$ cat src/rtl/intn_to_fp_vec.sv
// intn_to_fp_vec: multi-lane signed-integer to floating-point converter.
// Two-register pipeline with valid/ready flow control. Stage 1 captures
// sign, magnitude, leading-zero count and zero flag per lane. Stage 2
// normalises, rounds to nearest-even, applies the per-beat scale, saturates
// to Inf, flushes underflow to signed zero and packs {sign, exp, man}.
module intn_to_fp_vec #(
    parameter int INT_WIDTH = 8,
    parameter int NUM_LANES = 4,
    parameter int EXP_WIDTH = 5,
    parameter int MAN_WIDTH = 10
) (
    input  logic                                         clk_i,
    input  logic                                         rst_ni,
    input  logic                                         in_valid_i,
    output logic                                         in_ready_o,
    input  logic [NUM_LANES*INT_WIDTH-1:0]               in_data_i,
    input  logic [5:0]                                   in_scale_i,
    output logic                                         out_valid_o,
    input  logic                                         out_ready_i,
    output logic [NUM_LANES*(1+EXP_WIDTH+MAN_WIDTH)-1:0] out_data_o
);

    localparam int FP_W   = 1 + EXP_WIDTH + MAN_WIDTH;
    localparam int LZ_W   = $clog2(INT_WIDTH + 1);
    // Fraction field: everything below the leading one, padded so that the
    // mantissa, guard bit and at least one sticky bit always exist.
    localparam int FRAC_W = INT_WIDTH + MAN_WIDTH + 1;
    // Exponent arithmetic width: wide enough for bias + largest integer
    // exponent + full scale range without wrapping.
    localparam int XW     = EXP_WIDTH + 8;
    localparam int BIAS   = (1 << (EXP_WIDTH - 1)) - 1;

    localparam logic signed [XW-1:0] EXP_BASE = XW'(INT_WIDTH - 1 + BIAS);
    localparam logic signed [XW-1:0] EXP_SAT  = XW'((1 << EXP_WIDTH) - 1);

    // Leading-zero count over the magnitude; an all-zero value returns
    // INT_WIDTH, but that case is overridden by the zero flag downstream.
    function automatic logic [LZ_W-1:0] count_lz(input logic [INT_WIDTH-1:0] v);
        logic [LZ_W-1:0] n;
        logic            found;
        n     = '0;
        found = 1'b0;
        for (int i = INT_WIDTH - 1; i >= 0; i--) begin
            if (!found) begin
                if (v[i]) begin
                    found = 1'b1;
                end else begin
                    n = n + LZ_W'(1);
                end
            end
        end
        return n;
    endfunction

    // ------------------------------------------------------------------
    // Flow control
    // ------------------------------------------------------------------
    logic s1_valid;
    logic s2_valid;
    logic s1_free;
    logic s2_free;
    logic in_fire;
    logic s1_advance;

    assign s2_free     = !s2_valid || out_ready_i;
    assign s1_free     = !s1_valid || s2_free;
    assign in_ready_o  = s1_free;
    assign in_fire     = in_valid_i && s1_free;
    assign s1_advance  = s1_valid && s2_free;
    assign out_valid_o = s2_valid;

    // Valid bits: each stage refills whenever it is free, otherwise holds.
    always_ff @(posedge clk_i or negedge rst_ni) begin
        if (!rst_ni) begin
            s1_valid <= 1'b0;
            s2_valid <= 1'b0;
        end else begin
            if (s1_free) begin
                s1_valid <= in_valid_i;
            end
            if (s2_free) begin
                s2_valid <= s1_valid;
            end
        end
    end

    // ------------------------------------------------------------------
    // Stage 1: per-lane capture
    // ------------------------------------------------------------------
    logic [NUM_LANES-1:0]                 c1_sign;
    logic [NUM_LANES-1:0]                 c1_zero;
    logic [NUM_LANES-1:0][INT_WIDTH-1:0]  c1_mag;
    logic [NUM_LANES-1:0][LZ_W-1:0]       c1_lzc;

    for (genvar k = 0; k < NUM_LANES; k++) begin : g_cap
        logic [INT_WIDTH-1:0] raw;

        assign raw = in_data_i[k*INT_WIDTH +: INT_WIDTH];

        if (INT_WIDTH == 1) begin : g_bin
            // Binary mode: bit 1 is +1.0, bit 0 is -1.0; never zero.
            assign c1_sign[k] = ~raw[0];
            assign c1_mag[k]  = INT_WIDTH'(1);
            assign c1_zero[k] = 1'b0;
        end else begin : g_int
            // One extra bit so negating the most-negative value is exact.
            logic [INT_WIDTH:0] ext;
            logic [INT_WIDTH:0] abs_w;

            assign ext        = {raw[INT_WIDTH-1], raw};
            assign abs_w      = raw[INT_WIDTH-1] ? (~ext + 1'b1) : ext;
            assign c1_sign[k] = raw[INT_WIDTH-1];
            assign c1_mag[k]  = abs_w[INT_WIDTH-1:0];
            assign c1_zero[k] = (abs_w == '0);
        end

        assign c1_lzc[k] = count_lz(c1_mag[k]);
    end

    logic [NUM_LANES-1:0]                 s1_sign;
    logic [NUM_LANES-1:0]                 s1_zero;
    logic [NUM_LANES-1:0][INT_WIDTH-1:0]  s1_mag;
    logic [NUM_LANES-1:0][LZ_W-1:0]       s1_lzc;
    logic [5:0]                           s1_scale;

    // Stage 1 data registers load only when a beat is accepted.
    always_ff @(posedge clk_i or negedge rst_ni) begin
        if (!rst_ni) begin
            s1_sign  <= '0;
            s1_zero  <= '0;
            s1_mag   <= '0;
            s1_lzc   <= '0;
            s1_scale <= '0;
        end else if (in_fire) begin
            s1_sign  <= c1_sign;
            s1_zero  <= c1_zero;
            s1_mag   <= c1_mag;
            s1_lzc   <= c1_lzc;
            s1_scale <= in_scale_i;
        end
    end

    // ------------------------------------------------------------------
    // Stage 2: normalise, round, scale, pack
    // ------------------------------------------------------------------
    logic signed [XW-1:0]          scale_x;
    logic [NUM_LANES-1:0][FP_W-1:0] c2_lane;

    assign scale_x = {{(XW - 6){s1_scale[5]}}, s1_scale};

    for (genvar k = 0; k < NUM_LANES; k++) begin : g_pack
        logic [INT_WIDTH-1:0]  norm;
        logic [FRAC_W-1:0]     frac;
        logic [MAN_WIDTH-1:0]  mant;
        logic                  guard;
        logic                  sticky;
        logic                  round_up;
        logic [MAN_WIDTH:0]    mant_r;
        logic signed [XW-1:0]  exp_b;
        logic [FP_W-1:0]       lane_fp;

        // Leading one moves to the MSB; the cast drops that hidden bit.
        assign norm     = s1_mag[k] << s1_lzc[k];
        assign frac     = FRAC_W'({norm, {(MAN_WIDTH + 2){1'b0}}});
        assign mant     = frac[FRAC_W-1 -: MAN_WIDTH];
        assign guard    = frac[INT_WIDTH];
        assign sticky   = |frac[INT_WIDTH-1:0];
        assign round_up = guard & (sticky | mant[0]);

        // On mantissa carry-out the low bits are already zero, so only the
        // exponent needs the extra increment.
        assign mant_r   = {1'b0, mant} + (MAN_WIDTH + 1)'(round_up);
        assign exp_b    = EXP_BASE - XW'(s1_lzc[k]) + scale_x + XW'(mant_r[MAN_WIDTH]);

        // Zero input wins over scale; then overflow to Inf, then flush.
        always_comb begin
            lane_fp = {s1_sign[k], exp_b[EXP_WIDTH-1:0], mant_r[MAN_WIDTH-1:0]};
            if (s1_zero[k]) begin
                lane_fp = '0;
            end else if (exp_b >= EXP_SAT) begin
                lane_fp = {s1_sign[k], {EXP_WIDTH{1'b1}}, {MAN_WIDTH{1'b0}}};
            end else if (exp_b <= 0) begin
                lane_fp = {s1_sign[k], {(FP_W - 1){1'b0}}};
            end
        end

        assign c2_lane[k] = lane_fp;
    end

    // Output register loads only when stage 1 advances into stage 2.
    always_ff @(posedge clk_i or negedge rst_ni) begin
        if (!rst_ni) begin
            out_data_o <= '0;
        end else if (s1_advance) begin
            out_data_o <= c2_lane;
        end
    end

endmodule

$ cat config.mk
export PLATFORM = sky130hd
export DESIGN_NAME = intn_to_fp_vec
export DESIGN_NICKNAME = d
export VERILOG_FILES = /design/src/rtl/intn_to_fp_vec.sv
export SDC_FILE = /design/constraint.sdc
export NUM_CORES = 1
export LEC_CHECK = 0
export ABC_CLOCK_PERIOD_IN_PS = 6000
export BUFFER_PORTS_ARGS = -buffer_cell sky130_fd_sc_hd__buf_2
export CORE_ASPECT_RATIO = 1.5
export CORE_MARGIN = 10
export CORE_UTILIZATION = 60
export DETAILED_ROUTE_END_ITERATION = 7
export PLACE_DENSITY = 0.82
export SLEW_MARGIN = 5
export SYNTH_ARGS = -nofsm -noshare
export SYNTH_HDL_FRONTEND = slang
export SYNTH_SLANG_ARGS = --single-unit
$ cat constraint.sdc
create_clock -name clk_i -period 6 [get_ports clk_i]
set_input_delay 1.8 -clock clk_i [delete_from_list [all_inputs] [get_ports clk_i]]
set_output_delay 1.8 -clock clk_i [all_outputs]
set_load 0.03 [all_outputs]
Yosys cells after proc, flatten, opt, wreduce, memory -nomap -nowiden. Cells that the tools add are included.

Logic and storage cells: 208. Latch bits: 0. Output and inout bits: 66. Flip-flop bits (word level): 128. Memory bits (writable): 0. Memories: 0. Bits in read-only memories: 0.

Div/mod/pow operators: 0. Bitwise gates (word level): 4. $lt $le $gt $ge: 8. Reduce and logical (&&, ||, !) cells: 10. Equality and inequality tests: 0. Shift-type cells: 4. $mul: 0. $add $sub $neg: 40. Multiplexer cells: 128.

Operators by type and width (number): 2-to-1 mux 4 bit (56); 2-to-1 mux 15 bit (8); adder 4 x 1 -> 4 bit (second input constant) (28); 2-to-1 mux 16 bit (4); 2-to-1 mux 1 bit (56); adder 9 x 1 -> 9 bit (second input constant) (4); logical NOT 9 bit (4); 2-to-1 mux 9 bit (4); NOT 9 bit (4); left shift 8 x 4 -> 7 bit (4); adder 6 x 6 -> 7 bit (4); greater-or-equal comparator 7 x 6 -> 1 bit (second input constant) (4); <= comparator 7 x 1 -> 1 bit (second input constant) (4); subtractor 5 x 4 -> 6 bit (first input constant) (4); logical AND 1 bit (2); logical NOT 1 bit (2); logical OR 1 bit (2).

Depth between registers and ports, before layout.
Word-level depth: 25. Mapped depth: 25. Depth with buffers taken out: 23.

Worst setup path before layout. OpenSTA, ideal clock, no wires.

Kind: input to register. From: in in_data_i[16]. To: reg s1_lzc[10] in the netlist's numbering. Setup slack: -0.051 ns. Setup time: 0.082 ns. Data arrival time: 5.970 ns. Stages on the path: 24. Path through: clkbuf_1 > inv_1 > ha_1 > or3b_1 > buf_6 > o31ai_1 > nand2_1 > o21ai_0 > inv_1 > ha_1 > a21oi_1 > nand3_1 > a21oi_1 > nor2_1 > ha_1 > nand2b_1 > a21oi_1 > nor2_1 > ha_1 > mux2i_1 > a211oi_2 > ha_1 > a211o_1 > a31oi_1.

Longest elaborated chain between the ends: 25. Elaborated cells between the ends (all ways): 38. Those cells by class: add/sub (8); mux (29); bitwise (1).

Ends and longest elaborated chain: start, declared (RTL line 16) `input logic [NUM_LANES*INT_WIDTH-1:0] in_data_i,`; NOT 9 bit (RTL line 111) `assign abs_w = raw[INT_WIDTH-1] ? (~ext + 1'b1) : ext;`; adder 9 x 1 -> 9 bit (RTL line 111); 2-to-1 mux 9 bit (*) (RTL line 111); 2-to-1 mux 1 bit (RTL line 45) `if (v[i]) begin`; adder 4 x 1 -> 4 bit (RTL line 48) `n = n + LZ_W'(1);`; 2-to-1 mux 4 bit (RTL line 45); 2-to-1 mux 4 bit (RTL line 44) `if (!found) begin`; adder 4 x 1 -> 4 bit (RTL line 48); [... 9 more ...]; 2-to-1 mux 4 bit (RTL line 45); 2-to-1 mux 4 bit (RTL line 44); adder 4 x 1 -> 4 bit (RTL line 48); 2-to-1 mux 4 bit (RTL line 45); 2-to-1 mux 4 bit (RTL line 44); adder 4 x 1 -> 4 bit (RTL line 48); 2-to-1 mux 4 bit (RTL line 45); 2-to-1 mux 4 bit (*) (RTL line 44); end signal, assigned (RTL line 138) `s1_lzc <= c1_lzc;`; end, declared (RTL line 123) `logic [NUM_LANES-1:0][LZ_W-1:0] s1_lzc;`.

Every way passes the cells marked *; elsewhere a longest branch is shown, timed or not. A chain may end at the register's enable or synchronous reset.

Worst setup path in the final report.
From: in in_data_i[0]. To: reg s1_lzc[2] in the netlist's numbering.

Same word-level chain as after synthesis.

==> key figures <==
Status
  – Status: finished, final reports clean

Clock tree
  – Clk sinks: 112
  – CTS tree: done
  – Root buffer cell: clkbuf_16
  – Cts hold-fix bufs: 0
  – Max Root-Sink Buffers: 2
  – Htree depth: 3
  – Worst-path clk slew: 0.07 ns
  – Worst-skew pair later-pin latency: 0.35 ns
  – Total CTS buffers: 9

Power
  – Max rail drop VDD: 152 uV
  – Power, Total: 0.00303 W
  – Lkg Pwr: 4.40 nW
  – Pwr/cell area: 320 mW/mm^2

Layout
  – Filler cells: 1140
  – Area of the multi-input gates: 0.00528 sq mm
  – Nets: 1184
  – Ant diodes: 0
  – Reg area: 0.00280 sq mm
  – Non-Filler Instances: 1290
  – Area Overhead vs Synth: 11.1%
  – Final instance area: 0.00948 sq mm
  – Share of post-route cells with drive strength above 1: 15.8%

STA
  – Fmax: 0.176 GHz
  – Worst Hold Margin: 0.470 ns
  – Fin crit period: 5.68 ns
  – Max-slew headroom: 26.5%
  – Final hold viol count: 0
  – Layout Skew: 0.00431 ns
  – Setup violators final: 0
  – Period utilisation layout: 94.7%
  – Max-slew violations: 0
  – Slew at the pin closest to its max-slew limit: 1.09 ns

Placed design
  – Final HPWL DP: 15500 microns
  – Routability Congestion: 0.922
  – Placed instance area: 0.00913 sq mm
  – Buffers on Ports: 95
  – Post-Place Cells: 1273

Routing
  – Via-to-Cell Ratio: 5.92
  – Final ANT Viol Nets: 0
  – Post-Route WL: 20400 microns
  – Via count: 7632
  – # DRC: 0
  – Initial drt markers: 583
  – WL per Instance: 15.8 microns
  – First-pass detailed-route iteration total: 7

Synth
  – Cells after Synth: 1022
  – Yosys warning total: 0
  – Synth top area share: 32.9%
  – Main synth FF type: dfrtp_1
  – Area contributors post-synth: dfrtp_1, nand2_1, ha_1
  – Post-synth EDFFs: 0
  – Syn_area_per_cell: 8.34 sq um
  – Synthesis-stage register bit count: 112
  – Netlist cell types: 75
  – Sequential area share after synthesis: 32.9%
  – Syn Std Cell Area: 0.00853 sq mm
  – Fraction of registers with async set/reset: 100%
  – Synth top cells by count: nand2_1, dfrtp_1, o21ai_0
  – Synth area leader: dfrtp_1
  – Most common cell in the netlist: nand2_1

Global route
  – First-pass GRT wire length: 34700 microns
  – Antenna violations before repair: 0
  – GRT Util Overall: 20.5%
  – Total global routing overflow: 0
  – Vias in the first global route: 7378
  – Largest net degree at the start of global routing: 76

Die
  – Starting density of the core: 60.9%
  – Row count: 53
  – Die W: 117 microns
  – Die area: 0.0195 sq mm
  – Total core area: 0.0140 sq mm
  – Total I/O pin count: 108
  – Chip height: 166 microns

Setup path
  – Critical path capture point type: flip-flop
  – Arr. time, crit path: 5.95 ns
  – Critical Path Fanout Max: 4
  – Crit Path Class: in -> reg
  – Worst Path Required: 6.27 ns
  – Startpoint Class: primary input

Worst hold path
  – Hold Crit Class: reg -> reg

Job
  – # Max-Cap Violations: 0
-- final timing paths --
kind	to	slack [ns]	cells after the start	start
max reg2reg	out_data_o[23]	2.34	9	s1_lzc[5]
min in group asynchronous	s1_mag[0]	1.58	1	rst_ni
max	s1_lzc[2]	0.32	21	in_data_i[0]
max in group asynchronous	s1_lzc[9]	3.37	2	rst_ni
min	out_data_o[31]	0.47	2	out_data_o[31]
min reg2reg	out_data_o[31]	0.47	2	out_data_o[31]
-- report_power, final --
part           switching [W]  internal (W)  leakage [nW]  total (W)
Sequential          0.000152      0.000915          1.41    0.00107
Combinational       0.000826      0.000482          2.82    0.00131
Clock               0.000265      0.000388         0.165   0.000653
-- cell type report --
cell class | instances | area share [%]
Clock buffer | 11 | 2.67
Clock inverter | 5 | 0.832
Inverter | 48 | 1.90
Multi-Input combinational cell | 805 | 55.7
Sequential cell | 112 | 29.6
Tap cell | 192 | 2.54
Timing Repair Buffer | 117 | 6.79
-- routing by layer --
metal	vias to the layer above	wire length [microns]	global-route usage [%]
li1	3764	-	-
met1	3612	9040	26.0
met3	26	1070	3.67
met4	0	383	6.39
met2	230	9930	34.5
met5	-	0	0
-- cells by family after synthesis --
kind of cell,after synthesis,share of synthesized area (%)
mux,47,6.02
xor+xnor,57,5.85
buf+inv,116,5.93
fa+ha+maj,50,7.66
flops,112,32.9
compound gates,286,22.1
other cells,1,0.0440
simple gates,353,19.5
-- worst max-delay path: stages --
cell,delay (ns)
buf_2,0.10
inv_1,0.06
ha_1,0.20
or3b_1,0.38
o31a_1,0.28
mux2i_1,0.27
inv_1,0.10
ha_1,0.31
and2_1,0.17
nor2_1,0.09
nor2_1,0.05
ha_1,0.29
inv_1,0.07
o21ai_1,0.07
ha_1,0.21
a21boi_0,0.32
o211ai_1,0.17
mux2i_1,0.31
xnor2_1,0.13
or4_1,0.47
o211ai_1,0.10
-- registers in the layout, summed over array words and instances (netlist names) --
register	flops
out_data_o	52
s1_mag	28
s1_valid	1
s1_scale	6
s1_zero	4
out_valid_o	1
s1_sign	4
s1_lzc	16
-- per-stage QoR --
stage	setup TNS (ns)	util (%)	setup WS, ns
2_1_floorplan	0	-	0.0198
3_3_place_gp	0	65.2	0.0656
3_5_place_dp	-0.230	65.2	-0.111
4_1_cts	0	67.6	0.249
5_1_grt	-0.00844	67.7	-0.00844
6_report	0	67.7	0.315
-- cells in the final DEF, fill, tap and decap left out, types with 7 or more instances in the layout --
| cell | instances |
|---|---|
| o21a_1 | 11 |
| conb_1 | 12 |
| buf_2 | 94 |
| and2_1 | 7 |
| nand4_1 | 9 |
| nor3_1 | 15 |
| nand2b_1 | 13 |
| dfrtp_1 | 112 |
| xnor2_1 | 38 |
| nand2_1 | 162 |
| xor2_1 | 19 |
| o21ai_0 | 105 |
| o31ai_1 | 14 |
| a31oi_1 | 17 |
| mux2_2 | 14 |
| buf_4 | 23 |
| a32o_1 | 8 |
| or3_1 | 9 |
| a22o_1 | 15 |
| nor2_1 | 65 |
| nand3_1 | 15 |
| nor2b_1 | 12 |
| clkbuf_16 | 9 |
| a21oi_1 | 44 |
| inv_1 | 46 |
| mux2i_1 | 31 |
| o21ai_1 | 7 |
| ha_1 | 45 |
| a21o_1 | 10 |
-- what timing repair did --
item / 4_1_cts / 5_1_grt
gates resized for setup: 0 / 4
setup endpoints to repair: 0 / 4
setup buffers: 0 / 1
Note: power is estimated with default switching activity, not from simulation.
